### src/rtl/pipe_hazard_ctrl.sv
// +--------------------------------------------------------------------------+
// | pipe_hazard_ctrl: scoreboard, forwarding, load-use/branch hazards and    |
// | memory-handshake freeze for the 5-stage core.        Revision: 1.0       |
// +--------------------------------------------------------------------------+
`default_nettype none

module pipe_hazard_ctrl #(
   parameter int REG_ADDR_WIDTH = 5,
   parameter int MEM_TIMEOUT    = 16,
   parameter int CNT_WIDTH      = 16
) (
   input  logic                      clk,
   input  logic                      rst,
   input  logic [REG_ADDR_WIDTH-1:0] rs1d,
   input  logic [REG_ADDR_WIDTH-1:0] rs2d,
   input  logic [REG_ADDR_WIDTH-1:0] rdd,
   input  logic                      regwrited,
   input  logic                      loadd,
   input  logic [REG_ADDR_WIDTH-1:0] rs1e,
   input  logic [REG_ADDR_WIDTH-1:0] rs2e,
   input  logic                      pcsrce,
   input  logic                      mem_req_m,
   input  logic                      mem_ack,
   output logic                      stallf,
   output logic                      stalld,
   output logic                      stall_em,
   output logic                      flushd,
   output logic                      flushe,
   output logic                      bubble_w,
   output logic [1:0]                forwardae,
   output logic [1:0]                forwardbe,
   output logic                      mem_err,
   output logic [CNT_WIDTH-1:0]      stall_cnt
);

   localparam int WCNT_W = (MEM_TIMEOUT > 2) ? $clog2(MEM_TIMEOUT) : 1;
   localparam logic [WCNT_W-1:0] WCNT_LAST = WCNT_W'(MEM_TIMEOUT - 1);

   typedef enum logic [1:0] {
      ST_IDLE = 2'd0,
      ST_WAIT = 2'd1,
      ST_ERR  = 2'd2
   } mem_state_t;

   mem_state_t                state_q, state_d;
   logic [WCNT_W-1:0]         wcnt_q, wcnt_d;
   logic [CNT_WIDTH-1:0]      stall_cnt_q, stall_cnt_d;
   logic [REG_ADDR_WIDTH-1:0] rd_e_q, rd_e_d, rd_m_q, rd_m_d, rd_w_q, rd_w_d;
   logic                      we_e_q, we_e_d, we_m_q, we_m_d, we_w_q, we_w_d;
   logic                      ld_e_q, ld_e_d, ld_m_q, ld_m_d;
   logic                      mem_stall;
   logic                      load_use;

   assign mem_stall = (mem_req_m && !mem_ack && (state_q != ST_ERR)) || (state_q == ST_ERR);
   assign load_use  = ld_e_q && we_e_q && (rd_e_q != '0) && ((rd_e_q == rs1d) || (rd_e_q == rs2d));
   assign mem_err   = (state_q == ST_ERR);
   assign stall_cnt = stall_cnt_q;

   // A load in M has no data yet, so only W can supply its result.
   always_comb begin
      forwardae = 2'b00;
      forwardbe = 2'b00;
      if ((rs1e != '0) && we_m_q && (rd_m_q == rs1e) && !ld_m_q) forwardae = 2'b10;
      else if ((rs1e != '0) && we_w_q && (rd_w_q == rs1e))      forwardae = 2'b01;
      if ((rs2e != '0) && we_m_q && (rd_m_q == rs2e) && !ld_m_q) forwardbe = 2'b10;
      else if ((rs2e != '0) && we_w_q && (rd_w_q == rs2e))      forwardbe = 2'b01;
   end

   always_comb begin
      stallf   = 1'b0;
      stalld   = 1'b0;
      stall_em = 1'b0;
      flushd   = 1'b0;
      flushe   = 1'b0;
      bubble_w = 1'b0;
      if (mem_stall) begin
         stallf   = 1'b1;
         stalld   = 1'b1;
         stall_em = 1'b1;
         bubble_w = 1'b1;
      end else if (pcsrce) begin
         flushd = 1'b1;
         flushe = 1'b1;
      end else if (load_use) begin
         stallf = 1'b1;
         stalld = 1'b1;
         flushe = 1'b1;
      end
   end

   always_comb begin
      rd_e_d = rd_e_q;
      we_e_d = we_e_q;
      ld_e_d = ld_e_q;
      rd_m_d = rd_m_q;
      we_m_d = we_m_q;
      ld_m_d = ld_m_q;
      rd_w_d = rd_w_q;
      we_w_d = we_w_q;
      if (mem_stall) begin
         we_w_d = 1'b0;
      end else begin
         if (flushe) begin
            rd_e_d = '0;
            we_e_d = 1'b0;
            ld_e_d = 1'b0;
         end else begin
            rd_e_d = rdd;
            we_e_d = regwrited;
            ld_e_d = loadd;
         end
         rd_m_d = rd_e_q;
         we_m_d = we_e_q;
         ld_m_d = ld_e_q;
         rd_w_d = rd_m_q;
         we_w_d = we_m_q;
      end
   end

   always_comb begin
      state_d     = state_q;
      wcnt_d      = wcnt_q;
      stall_cnt_d = stall_cnt_q;
      if (stallf && (stall_cnt_q != '1)) stall_cnt_d = stall_cnt_q + CNT_WIDTH'(1);
      case (state_q)
         ST_IDLE: begin
            if (mem_req_m && !mem_ack) begin
               state_d = ST_WAIT;
               wcnt_d  = WCNT_W'(1);
            end
         end
         ST_WAIT: begin
            if (mem_ack)                  state_d = ST_IDLE;
            else if (wcnt_q == WCNT_LAST) state_d = ST_ERR;
            else                          wcnt_d  = wcnt_q + WCNT_W'(1);
         end
         ST_ERR:  state_d = ST_ERR;
         default: state_d = ST_IDLE;
      endcase
   end

   always_ff @(posedge clk) begin
      if (rst) begin
         state_q     <= ST_IDLE;
         wcnt_q      <= '0;
         stall_cnt_q <= '0;
         rd_e_q      <= '0;
         we_e_q      <= 1'b0;
         ld_e_q      <= 1'b0;
         rd_m_q      <= '0;
         we_m_q      <= 1'b0;
         ld_m_q      <= 1'b0;
         rd_w_q      <= '0;
         we_w_q      <= 1'b0;
      end else begin
         state_q     <= state_d;
         wcnt_q      <= wcnt_d;
         stall_cnt_q <= stall_cnt_d;
         rd_e_q      <= rd_e_d;
         we_e_q      <= we_e_d;
         ld_e_q      <= ld_e_d;
         rd_m_q      <= rd_m_d;
         we_m_q      <= we_m_d;
         ld_m_q      <= ld_m_d;
         rd_w_q      <= rd_w_d;
         we_w_q      <= we_w_d;
      end
   end

endmodule

`default_nettype wire

### config.mk
export PLATFORM = sky130hd
export DESIGN_NAME = pipe_hazard_ctrl
export DESIGN_NICKNAME = d
export VERILOG_FILES = /design/src/rtl/pipe_hazard_ctrl.sv
export SDC_FILE = /design/constraint.sdc
export NUM_CORES = 1
export LEC_CHECK = 0
export BUFFER_PORTS_ARGS = -buffer_cell sky130_fd_sc_hd__buf_2
export CAP_MARGIN = 20
export CORE_ASPECT_RATIO = 0.7
export CORE_MARGIN = 2
export CORE_UTILIZATION = 52
export CTS_CLUSTER_DIAMETER = 60
export CTS_CLUSTER_SIZE = 40
export DETAILED_ROUTE_END_ITERATION = 8
export GPL_TIMING_DRIVEN = 0
export PLACE_DENSITY = 0.79
export RECOVER_POWER = 25
export SYNTH_ARGS = -nofsm -noshare
export SYNTH_HDL_FRONTEND = slang
export SYNTH_SLANG_ARGS = --single-unit
### constraint.sdc
create_clock -name clk -period 2.1 [get_ports clk]
set_input_delay 0 -clock clk [delete_from_list [all_inputs] [get_ports clk]]
set_output_delay 0 -clock clk [all_outputs]
set_load 0.01 [all_outputs]
Word-level counts from Yosys, hierarchy flattened:

Cells that the tools add are included.

* register bits after elaboration: 42
* bits of input ports: 32
* output and inout bits: 27
* word-level logic and storage cells: 79

* add/sub/neg operators: 2
* eq/ne operators: 15
* multiplexer cells: 23
* reductions and logical operators: 28

Operators with widths (count)
* $eq 5x5->1: 6
* $add 16x1->16 const B: 1
* $logic_and 1x1->1: 16
* $ne 16x16->1 const B: 1
* $reduce_bool 5->1: 3
* $mux 1: 12
* $mux 4: 3
* $mux 2: 5
* $ne 2x2->1 const B: 4
* $pmux 4 s2: 1
* $pmux 2 s3: 1
* $mux 5: 1
* $add 4x1->4 const B: 1
* $eq 4x4->1 const B: 1
* $reduce_and 4->1: 1
* $ne 3x3->1 const B: 1
* $eq 2x1->1 const B: 1
* $eq 2x2->1 const B: 1
* $logic_not 1->1: 2
* $logic_not 2->1: 1
* $logic_or 1x1->1: 2
* $reduce_and 2->1: 1
* $reduce_bool 2->1: 1
* $reduce_or 2->1: 1

Logic depth before layout (Yosys ltp):

* depth in word-level cells: 7
* mapped depth: 9
* depth with buffers taken out: 7

Worst setup path after synthesis:

Ideal clock, no wire load.

* path kind: register -> register
* start: register stall_cnt_q[0] (netlist: stall_cnt[0])
* end: register stall_cnt_q[1] (netlist: stall_cnt[1])
* library setup time: 0.128 ns
* arrival time: 1.827 ns
* data required time: 1.972 ns
* setup slack: 0.145 ns
* stages on the path, launching flop included: 10
* path buffers: 2
* period minus slack after synthesis: 1.955 ns
* cells stage by stage: dfxtp_1 ha_1 and3_1 nand4_1 o21a_1 a21oi_4 buf_6 buf_8 mux2i_1 nor2_1

* cells in the longest elaborated chain, start to end: 2
* elaborated cells on any way between the ends: 3
* classes of those cells: add/sub (1); eq/ne (1); reduce/logical (1)

Ends and longest elaborated chain
* from (decl): line 47 `logic [CNT_WIDTH-1:0] stall_cnt_q, stall_cnt_d;`
* from (signal assigned): line 158 `stall_cnt_q <= stall_cnt_d;`
* parallel branches: the longest is 2 deep, another holds $add 16x1->16

Several ways; the timed one is not identified.
A chain may end at the register's enable or synchronous reset.

Final worst setup path:

* start: register rd_e_q[1]
* end: register stall_cnt_q[1] (netlist: stall_cnt[1])

* cells in the longest elaborated chain, start to end: 7
* elaborated cells on any way between the ends: 10
* classes of those cells: eq/ne (2); mux (3); reduce/logical (5)

Ends and longest elaborated chain
* from (decl): line 48 `logic [REG_ADDR_WIDTH-1:0] rd_e_q, rd_e_d, rd_m_q, rd_m_d, rd_w_q, rd_w_d;`
* from (signal assigned): line 159 `rd_e_q <= rd_e_d;`
* $eq 5x5->1 / $reduce_bool 5->1 (equally long branches): line 55 `assign load_use = ld_e_q && we_e_q && (rd_e_q != '0) && ((rd_e_q == rs1d) || (rd_e_q == rs2d));`
* $logic_or 1x1->1 / $logic_and 1x1->1 (equally long branches): line 55
* $logic_and 1x1->1 (*): line 55
* $mux 1 (*): line 84 `end else if (load_use) begin`
* $mux 1 (*): line 81 `end else if (pcsrce) begin`
* $mux 1 (*): line 76 `if (mem_stall) begin`
* $logic_and 1x1->1 (*): line 124 `if (stallf && (stall_cnt_q != '1)) stall_cnt_d = stall_cnt_q + CNT_WIDTH'(1);`

Mark *: on every way between the ends. The rest lies on a longest branch, timed or not.

==> run summary <==
EDFF count, synth: 0
Cell leakage power: 1.07 nW
Pin count of the biggest net entering global routing: 14
Achievable frequency: 485 MHz
Worst setup EP type: flop
CP Launch Type: flop
Initial core utilization: 55.3%
Count of distinct cell types in the synthesized netlist: 42
Number of buffers added on ports: 58
Crit path required time: 2.28 ns
Total cell area at the placement stage: 0.00256 mm²
RSZ-0062 raised after global routing: yes
Syn Std Cell Area: 0.00221 mm²
Synthesis-to-layout area growth: 28.2%
Hold Crit Depth: 4
Placeable core area: 0.00399 mm²
Max-Slew Margin vs Limit: 61.1%
Maximum fanout along the worst path: 7
Share of flip-flops with an asynchronous set or reset after synthesis: 0%
Die extent in x: 81.9 µm
Final Slew Violations: 0
Wire length of the first global-routing pass: 8.75 mm
# H-tree levels: 2
Die span in y: 58.5 µm
Post-DRT Antenna Nets: 0
Detailed Route Iter0 Violations: 201
Maximum buffer depth of the clock tree: 2
Arrival time worst endpoint: 2.24 ns
Antenna violations before repair: 0
Crit path kind: flop to flop
Finished Cell Area: 0.00283 mm²
Cell Count Post-Placement: 385
Worst hold path class: input port to flop
Initial DRT Pass Iterations: 5
# clock sinks: 42
Largest cells by area after synthesis: sky130_fd_sc_hd__dfxtp_1 (38%), sky130_fd_sc_hd__xnor2_1 (10%), sky130_fd_sc_hd__nand2_1 (8.7%), sky130_fd_sc_hd__a21oi_1 (7.7%), sky130_fd_sc_hd__or3_1 (3.1%)
Number of rows created at floorplan: 19
Number of CTS-inserted buffers: 5
Via count of the first global-routing pass: 1,870
Remaining global-route overflow: 0
Reported max-cap violation count: 0
Power density relative to cell area: 596 mW/mm²
Count of vias placed by the detailed router: 2,231
Detail-routed via count per cell: 5.48
Yosys reg bits: 42
Fin Setup TNS: 0 ns
Aggregate global-route resource usage: 24.1%
Final hold violations: 0
DRC violations left: 0
Sequential share of the synthesized area: 38.1%
Total setup violations reported at the end of the flow: 0
Fraction of layout instances using a drive strength above 1: 22.0%
Half-perimeter wire length of the detailed placement result: 3.94 mm
Clock latency on the worst-skew pair: 0.30 ns
Net count reported at finish: 388
Yosys warning count: 0
I/O pin count: 59
R2R Path Start: rd_e_q[1]
Measured slew at the worst slew-check pin: 0.582 ns
Post-Syn Instances: 275
Avg WL per Cell: 14.2 µm
Syn Area/Cell: 8.03 µm²
Cell taking the most area after synthesis: sky130_fd_sc_hd__dfxtp_1
Setup slack, reg-to-reg: 0.04 ns
Maximum clock skew at final layout: 0.00884 ns
Run status: completed
Most used flip-flop cell after synthesis: sky130_fd_sc_hd__dfxtp_1
Clock Tree Root: sky130_fd_sc_hd__clkbuf_8
Total inserted antenna cells: 0
Proportion of netlist area held by the largest area contributor: 38.1%
Clk slew on worst S/H paths: 0.09 ns
Fin cells: 407
Post-route minimum period: 2.06 ns
Area enclosed by the die boundary: 0.00480 mm²
Cell count of the worst reg-to-reg path: 8
Routability congestion estimate: 0.784
Final worst-path cycle share: 98.2%
Endpoint of the lowest-slack register-to-register path: stall_cnt[1]
Final wirelength: 5.79 mm
Hold Path End: state_q[1]
Post-synth net total: 309
Peak ir drop on the vdd network: 389 µV
Hold wc startpoint: mem_ack
CTS tree: yes
-- where the power goes --
part / switching [mW] / internal, mW / leakage [nW] / total, mW
clock network: 0.289 / 0.264 / 0.0472 / 0.554
registers: 0.0342 / 0.819 / 0.344 / 0.853
logic: 0.143 / 0.138 / 0.676 / 0.281
total: 0.466 / 1.22 / 1.07 / 1.69
-- flip-flops by register name (all words and copies together) (netlist names) --
| signal | cells |
|---|---|
| rd_m_q | 5 |
| ld_e_q | 1 |
| rd_e_q | 5 |
| wcnt_q | 4 |
| we_m_q | 1 |
| stall_cnt | 16 |
| ld_m_q | 1 |
| we_w_q | 1 |
| state_q | 2 |
| rd_w_q | 5 |
| we_e_q | 1 |
-- layer usage --
layer | up-vias | wire, µm | GRT usage [%]
li1 | 1116 | - | -
met1 | 1032 | 2910 | 36.4
met2 | 75 | 2430 | 32.9
met3 | 8 | 371 | 7.36
met4 | 0 | 78 | 6.67
met5 | - | 0 | 0
-- cells in the final DEF (no fill, tap or decap), types with 5 or more instances in the layout --
master	instances
sky130_fd_sc_hd__buf_2	45
sky130_fd_sc_hd__a21oi_1	34
sky130_fd_sc_hd__xnor2_1	26
sky130_fd_sc_hd__nor4_1	6
sky130_fd_sc_hd__nor2b_1	5
sky130_fd_sc_hd__nand3_1	7
sky130_fd_sc_hd__xor2_1	6
sky130_fd_sc_hd__dlygate4sd3_1	7
sky130_fd_sc_hd__dfxtp_1	37
sky130_fd_sc_hd__nand2_1	51
sky130_fd_sc_hd__clkbuf_1	21
sky130_fd_sc_hd__o21ai_1	9
sky130_fd_sc_hd__clkbuf_8	6
sky130_fd_sc_hd__or3_1	10
sky130_fd_sc_hd__nor2_1	13
sky130_fd_sc_hd__nor3_1	5
sky130_fd_sc_hd__buf_4	9
sky130_fd_sc_hd__nand4_1	8
-- cell usage after synthesis, types with 2 or more instances --
library cell                n
sky130_fd_sc_hd__a21oi_1   34
sky130_fd_sc_hd__and3_1     4
sky130_fd_sc_hd__buf_4      2
sky130_fd_sc_hd__clkbuf_1   9
sky130_fd_sc_hd__dfxtp_1   42
sky130_fd_sc_hd__ha_1       2
sky130_fd_sc_hd__inv_1      2
sky130_fd_sc_hd__mux2_1     2
sky130_fd_sc_hd__nand2_1   51
sky130_fd_sc_hd__nand2b_1   3
sky130_fd_sc_hd__nand3_1    7
sky130_fd_sc_hd__nand4_1    8
sky130_fd_sc_hd__nor2_1    13
sky130_fd_sc_hd__nor2b_1    5
sky130_fd_sc_hd__nor3_1     5
sky130_fd_sc_hd__nor4_1     6
sky130_fd_sc_hd__o21a_1     2
sky130_fd_sc_hd__o21ai_1    9
sky130_fd_sc_hd__o31ai_1    2
sky130_fd_sc_hd__or3_1     11
sky130_fd_sc_hd__or4_1      4
sky130_fd_sc_hd__xnor2_1   26
sky130_fd_sc_hd__xor2_1     7
-- critical path, stage by stage (launching register included) --
cell and delay [ns]:
sky130_fd_sc_hd__dfxtp_4 0.36, sky130_fd_sc_hd__or3_4 0.38, sky130_fd_sc_hd__o31a_1 0.28, sky130_fd_sc_hd__o21a_1 0.15
sky130_fd_sc_hd__a21oi_4 0.25, sky130_fd_sc_hd__buf_6 0.17, sky130_fd_sc_hd__buf_8 0.13, sky130_fd_sc_hd__mux2i_1 0.17
sky130_fd_sc_hd__nor2_1 0.05
-- final cells by class --
type | count | area, µm²
clock inverters | 2 | 12.5
repair buffers | 74 | 425
flip-flops and latches | 42 | 855
inverters | 3 | 11.3
fillers | 330 | 1160
multi-input cells | 216 | 1310
well taps | 52 | 65.1
clock buffers | 6 | 82.6
plain buffers | 12 | 71.3
-- logic make-up after synthesis --
logic type      Yosys count  synth area share, %
simple gates            123                 27.6
mux                       3                 1.47
flops                    42                 38.1
xor+xnor                 33                 13.1
compound gates           55                 14.6
buf+inv                  17                 4.08
fa+ha+maj                 2                 1.13
-- how the worst max path moves through the flow --
stage	startpoint	cells past startpoint	slack, ns	endpoint
after floorplan	stall_cnt[0]	9	0.14	stall_cnt[1]
after global placement	stall_cnt[0]	9	-0.04	stall_cnt[1]
after detailed placement	stall_cnt[0]	9	-0.04	stall_cnt[1]
after CTS	rd_e_q[0]	8	0.02	stall_cnt[1]
after global routing	rd_e_q[1]	6	-0.03	stallf
final	rd_e_q[1]	8	0.04	stall_cnt[1]
-- what timing repair did --
action / 4_1_cts / 5_1_grt
endpoints found under the setup margin: 4 / 15
setup buffers: 0 / 7
pin swaps: 1 / 3
endpoints found under the hold margin: 7 / 0
resized for setup: 3 / 10
hold buffers: 7 / 0
cloned: 0 / 2
-- through the flow --
step	utilization, %	setup WS, ns	total power [mW]	hold WS, ns
floorplan	-	0.145	1.01	0.136
global placement	64.2	-0.0423	1.10	0.243
detailed placement	64.2	-0.0408	1.11	0.248
CTS	68.4	0.0209	1.66	0.00276
global route	70.9	-0.0338	1.77	0.0369
finish	70.9	0.0383	1.69	0.00895
(Power assumes the default switching activity.)
